$ cat src/rtl/roi_frame_reader.sv
// Reads a rectangular region of the frame RAM in raster order and streams it
// out on a valid/ready pixel interface with line and frame markers.
module roi_frame_reader #(
    parameter int IMG_W   = 180,
    parameter int IMG_H   = 150,
    parameter int ADDR_W  = 17,
    parameter int DATA_W  = 8,
    parameter int COORD_W = 8
) (
    input  logic               clk,
    input  logic               rst_n,
    input  logic               start,
    input  logic [COORD_W-1:0] roi_x0,
    input  logic [COORD_W-1:0] roi_y0,
    input  logic [COORD_W-1:0] roi_w,
    input  logic [COORD_W-1:0] roi_h,
    output logic [ADDR_W-1:0]  ram_addr,
    output logic               ram_w_en,
    input  logic [DATA_W-1:0]  ram_rd_data,
    output logic [DATA_W-1:0]  pix_data,
    output logic               pix_valid,
    input  logic               pix_ready,
    output logic               pix_sol,
    output logic               pix_eol,
    output logic               pix_eof,
    output logic               busy,
    output logic               done,
    output logic               err
);
    localparam int SUM_W = COORD_W + 1;
    localparam int ENT_W = DATA_W + 3;

    typedef enum logic [1:0] {IDLE, READ, DRAIN, DONE} state_t;

    state_t             state_reg;
    logic [COORD_W-1:0] w_reg, h_reg, col_reg, row_reg;
    logic [ADDR_W-1:0]  row_base_reg, ram_addr_reg;
    logic               prime_reg;
    logic               fl_valid_reg, fl_sol_reg, fl_eol_reg, fl_eof_reg;
    logic               busy_reg, done_reg, err_reg;

    logic [ENT_W-1:0]   fifo_mem [2];
    logic               wr_ptr_reg, rd_ptr_reg;
    logic [1:0]         count_reg;

    logic               roi_bad, last_col, last_row, pop, push, issue;
    logic [2:0]         pending;
    logic [ADDR_W-1:0]  start_base;
    logic [ENT_W-1:0]   head;

    always_comb begin
        roi_bad = (roi_w == '0) || (roi_h == '0)
               || (({1'b0, roi_x0} + {1'b0, roi_w}) > SUM_W'(IMG_W))
               || (({1'b0, roi_y0} + {1'b0, roi_h}) > SUM_W'(IMG_H));
        start_base = ADDR_W'(roi_y0) * ADDR_W'(IMG_W) + ADDR_W'(roi_x0);
        last_col   = (col_reg == w_reg - COORD_W'(1));
        last_row   = (row_reg == h_reg - COORD_W'(1));
        pop        = (count_reg != 2'd0) && pix_ready;
        push       = fl_valid_reg;
        // Reads in flight and queued pixels together never exceed the FIFO depth.
        pending    = 3'(count_reg) + 3'(fl_valid_reg);
        issue      = (state_reg == READ) && !prime_reg && (pending < 3'd2 + 3'(pop));
        head       = fifo_mem[rd_ptr_reg];
    end

    assign ram_addr  = ram_addr_reg;
    assign ram_w_en  = 1'b0;
    assign pix_valid = (count_reg != 2'd0);
    assign pix_data  = head[DATA_W-1:0];
    assign pix_sol   = pix_valid & head[DATA_W];
    assign pix_eol   = pix_valid & head[DATA_W+1];
    assign pix_eof   = pix_valid & head[DATA_W+2];
    assign busy      = busy_reg;
    assign done      = done_reg;
    assign err       = err_reg;

    always_ff @(posedge clk or negedge rst_n) begin
        if (!rst_n) begin
            for (int i = 0; i < 2; i++) fifo_mem[i] <= '0;
            wr_ptr_reg <= 1'b0;
            rd_ptr_reg <= 1'b0;
            count_reg  <= 2'd0;
        end else begin
            if (push) begin
                fifo_mem[wr_ptr_reg] <= {fl_eof_reg, fl_eol_reg, fl_sol_reg, ram_rd_data};
                wr_ptr_reg           <= ~wr_ptr_reg;
            end
            if (pop) rd_ptr_reg <= ~rd_ptr_reg;
            case ({push, pop})
                2'b10:   count_reg <= count_reg + 2'd1;
                2'b01:   count_reg <= count_reg - 2'd1;
                default: count_reg <= count_reg;
            endcase
        end
    end

    always_ff @(posedge clk or negedge rst_n) begin
        if (!rst_n) begin
            state_reg    <= IDLE;
            w_reg        <= '0;
            h_reg        <= '0;
            col_reg      <= '0;
            row_reg      <= '0;
            row_base_reg <= '0;
            ram_addr_reg <= '0;
            prime_reg    <= 1'b0;
            fl_valid_reg <= 1'b0;
            fl_sol_reg   <= 1'b0;
            fl_eol_reg   <= 1'b0;
            fl_eof_reg   <= 1'b0;
            busy_reg     <= 1'b0;
            done_reg     <= 1'b0;
            err_reg      <= 1'b0;
        end else begin
            done_reg     <= 1'b0;
            err_reg      <= 1'b0;
            fl_valid_reg <= issue;
            if (issue) begin
                fl_sol_reg <= (col_reg == '0);
                fl_eol_reg <= last_col;
                fl_eof_reg <= last_col && last_row;
            end
            case (state_reg)
                IDLE: begin
                    if (start) begin
                        w_reg        <= roi_w;
                        h_reg        <= roi_h;
                        col_reg      <= '0;
                        row_reg      <= '0;
                        row_base_reg <= start_base;
                        if (roi_bad) begin
                            state_reg <= DONE;
                            done_reg  <= 1'b1;
                            err_reg   <= 1'b1;
                        end else begin
                            state_reg <= READ;
                            busy_reg  <= 1'b1;
                            prime_reg <= 1'b1;
                        end
                    end
                end
                READ: begin
                    // First READ cycle only presents the ROI origin address.
                    if (prime_reg) begin
                        ram_addr_reg <= row_base_reg;
                        prime_reg    <= 1'b0;
                    end else if (issue) begin
                        if (last_col) begin
                            col_reg <= '0;
                            if (last_row) begin
                                state_reg <= DRAIN;
                            end else begin
                                row_reg      <= row_reg + COORD_W'(1);
                                row_base_reg <= row_base_reg + ADDR_W'(IMG_W);
                                ram_addr_reg <= row_base_reg + ADDR_W'(IMG_W);
                            end
                        end else begin
                            col_reg      <= col_reg + COORD_W'(1);
                            ram_addr_reg <= row_base_reg + ADDR_W'(col_reg) + ADDR_W'(1);
                        end
                    end
                end
                DRAIN: begin
                    if (!fl_valid_reg && (count_reg == 2'd0 || (count_reg == 2'd1 && pop))) begin
                        state_reg <= DONE;
                        busy_reg  <= 1'b0;
                        done_reg  <= 1'b1;
                    end
                end
                DONE: begin
                    state_reg <= IDLE;
                end
                default: state_reg <= IDLE;
            endcase
        end
    end
endmodule

$ cat config.mk
export PLATFORM = sky130hd
export DESIGN_NAME = roi_frame_reader
export DESIGN_NICKNAME = d
export VERILOG_FILES = /design/src/rtl/roi_frame_reader.sv
export SDC_FILE = /design/constraint.sdc
export NUM_CORES = 1
export LEC_CHECK = 0
export BUFFER_PORTS_ARGS = -buffer_cell sky130_fd_sc_hd__buf_2
export CORE_MARGIN = 2
export CORE_UTILIZATION = 55
export CTS_BUF_LIST = sky130_fd_sc_hd__clkbuf_16
export DETAILED_ROUTE_END_ITERATION = 8
export PLACE_DENSITY = 0.78
export SYNTH_ARGS = -nofsm -noshare
export SYNTH_HDL_FRONTEND = slang
export SYNTH_SLANG_ARGS = --single-unit
export TNS_END_PERCENT = 10
$ cat constraint.sdc
create_clock -name clk -period 2.7 [get_ports clk]
set_input_delay 0 -clock clk [delete_from_list [all_inputs] [get_ports clk]]
set_output_delay 0 -clock clk [all_outputs]
set_load 0.005 [all_outputs]
==> results.md <==
* Gr usage total at roughly a quarter
* Die Footprint at approximately 15,000 um2
* PD cells at roughly 740 nW/um2
* Final worst slack at -304 ps
* Post-synth cell types at 79
* Layout cell share with drive strength beyond 1 at between 20 and 30%
* Bufs on Longest Clock Path at 2
* Hold path cells at 3
* Critical Path AT at 3240 ps
* Ys async rst share at between 90% and 100%
* Sink Count at slightly above 100
* Pre-CTS setup slack at -820 ps
* Largest net degree at the start of global routing at 65
* Footprint of the multi-input gates at 5220 um2
* Syn Area/Cell at 9.33 um2
* Rows at 43
* IO buf count at 75
* Synth top cells by count: dfrtp_1, nor2_1, inv_1, ha_1, a21oi_1
* Synth Instances at roughly 840
* Status: finished, violations left
* Initial antenna violation count at 0
* Post-synth net total at around 1,000
* Syn Std Cell Area at approximately 8000 um2
* Die width at between 100 and 150 um
* Drt via density at around 5.7
* RSZ-0062 raised after global routing: yes
* Final ANT Viol Nets at 0
* Drt initial violations at 315
* Synth area leader: dfrtp_1
* Nets@finish at ~1.1k
* Min-delay worst type: in -> reg
* Min cycle time layout at 3000 ps
* WL/cell at approximately 16 um
* Final setup violating endpoints at 13
* Antenna diodes at 0
* Crit-path max cell delay at about 490 ps
* CP max FO at 3
* Layout area overhead at 26.5%
* Startpoint types: input port
* Top delay family on crit path: adder cells
* Worst-Skew Late Latency at 350 ps
* Max Cap Viol at 0
* CP max stage cell: fa_1
* Crit Path Class: in -> reg
* Number of flip-flops under the largest register name at 22
* Lkg Pwr at between 4 and 5 nW
* H-tree levels at 3
* Max IR drop VDD at 0.000371 V
* TritonRoute pass-1 iters at 4
* WHS at around 6 ps
* Filler Cell Count at ~1.0k
* Setup crit end kind: flop
* Top post-synthesis cells by area: dfrtp_1, ha_1, mux2_2, nor2_1, xnor2_1
* Register Area at between 2000 and 3000 um2
* Area share of the largest cell type after synthesis at roughly 32%
* EDFF count, synth at 0
* I/O Pins at 77
* Vias in the first global route at 6,823
* Reg2Reg Depth at 11
* Detailed Route WL at between 15 and 20 mm
* Post-route clock skew at ~13 ps
* WP depth at 17
* Core Region at ~14,000 um2
* F_max at about 0.33 GHz
* Worst Path Buf+Inv at 4
* Yosys warns at 0
* Critical path, cell by cell: buf_2 > ha_2 > xor2_1 > ha_1 > inv_1 > fa_1 > inv_2 > ha_4 > nor2b_4 > o31a_1 > o31ai_2 > a21bo_2 > nor3_4 > buf_6 > nand4_1 > xor2_1 > a22o_1
* Finished Core Util at between 70 and 80%
* CTS Buf Count at 9
* Top cell by count, worst path: xor2_1
* Root buffer cell: clkbuf_16
* Hpwl dp at 14.2 mm
* Global-route wire length before repair at about 32 mm
* Seq/Total Area, Yosys at about a third
* Die height at ~120 um
* Worst-Margin Slew at 826 ps
* Slew Viols, Final at 0
* Relative slew slack at between 40 and 50%
* Synth Register Bits at a little over 100
* CTS tree: done
* CTS clk-pin slew, worst paths at about 80 ps
* Initial core utilization at 56.5%
* Crit path required time at 2930 ps
* Top-count cell post-synth: dfrtp_1
* Tcrit/Tclk final at 111%
* Final GP Congestion at between 0.9 and 1
* DRC viols at 0
* Congestion Overflow GR at 0
* Top FF cell, synth: dfrtp_1
* Hold Vio Cnt, Final at 0
* Vias post-DR at 6,852
* Failing checks: setup timing
-- stage by stage --
| step | total power [mW] | cells | cell area (um2) | TNS, ps |
|---|---|---|---|---|
| 2_1_floorplan | 4.55 | 844 | 7970 | -3180 |
| 4_1_cts | 7.25 | 1202 | 9830 | -1900 |
| 3_5_place_dp | 5.81 | 1156 | 9090 | -6980 |
| 5_1_grt | 7.93 | 1202 | 9960 | -4350 |
| 3_3_place_gp | 5.68 | 1156 | 9090 | -5940 |
| 6_report | 7.35 | 1202 | 9960 | -1530 |
-- report_power, final --
part,total [mW],internal [mW],switching [mW]
sequential,2.17,1.89,0.278
clock,1.30,0.658,0.643
combinational,3.88,1.98,1.91
-- worst paths after layout --
kind,end,start,slack (ps)
worst max-delay path,row_base_reg[15]$_DFFE_PN0P_,roi_y0[0],-300
worst min-delay path,h_reg[1]$_DFFE_PN0P_,roi_h[1],6
worst max register to register,ram_addr[9]$_DFFE_PN0P_,w_reg[0]$_DFFE_PN0P_,-20
worst min register to register,ram_addr[5]$_DFFE_PN0P_,ram_addr[5]$_DFFE_PN0P_,480
max in group asynchronous,row_base_reg[14]$_DFFE_PN0P_,rst_n,1650
min in group asynchronous,fifo_mem[6]$_DFFE_PN0P_,rst_n,330
-- layout by cell type (no fill, tap or decap), types with 8 or more instances in the layout --
| cell type | n |
|---|---|
| a31oi_1 | 8 |
| mux2i_1 | 9 |
| and3_1 | 10 |
| nand4_1 | 8 |
| buf_6 | 8 |
| nor2_1 | 78 |
| xnor2_1 | 31 |
| mux2_2 | 47 |
| ha_4 | 11 |
| dfrtp_1 | 102 |
| xor2_1 | 33 |
| nand3_1 | 16 |
| inv_1 | 65 |
| fa_1 | 12 |
| o21ai_0 | 27 |
| nand2_1 | 51 |
| o21a_1 | 10 |
| nand2b_1 | 11 |
| a21o_1 | 8 |
| a21oi_1 | 53 |
| buf_4 | 83 |
| o31ai_1 | 13 |
| dlygate4sd3_1 | 26 |
| buf_2 | 68 |
| nor3_1 | 15 |
| ha_1 | 56 |
| clkbuf_16 | 9 |
-- worst reg2reg max path, stage by stage (launching register included) --
cell and delay (ps):
dfrtp_1 380, inv_1 60, ha_1 160, or3b_1 360
a211oi_2 220, o221ai_2 160, a2111oi_4 360, buf_4 230
mux2_4 330, nand2_1 90, xor2_1 180, a21oi_1 90
-- cells by family (layout without fill, tap and decap cells) --
kind of cell	after synthesis	in the layout	synth area share (%)
and+or+nand+nor	238	238	15.1
AOI/OAI and AO/OA	191	191	16.6
DFF	102	102	32.4
buffers and inverters	100	278	5.20
adders and majority gates	83	83	14.4
xor gates and xnor gates	68	68	7.57
muxes	61	61	8.60
other	1	1	0.0476
-- metal layers --
metal  GRT usage [%]  routed length, um  vias up
li1                -                  -     3340
met1            34.0               8500     3315
met2            46.0               9280      167
met3            3.21                859       30
met4            8.66                438        0
met5               0                  0        -
-- cell type report --
type	instances	share of cell area [%]
Clock inverter	7	0.779
Clock buffer	9	2.26
Tap cell	180	2.26
Inverter	73	2.75
Sequential cell	102	25.6
Timing Repair Buffer	189	13.9
Multi-Input combinational cell	642	52.4
-- repair_timing --
| action | in CTS | in global routing |
|---|---|---|
| hold buffers | 26 | 0 |
| pin swaps | 24 | 21 |
| endpoints found under the hold margin | 96 | 0 |
| endpoints found under the setup margin | 25 | 39 |
| setup buffers | 4 | 0 |
| resized for setup | 35 | 32 |
Note: power is estimated with default switching activity, not from simulation.
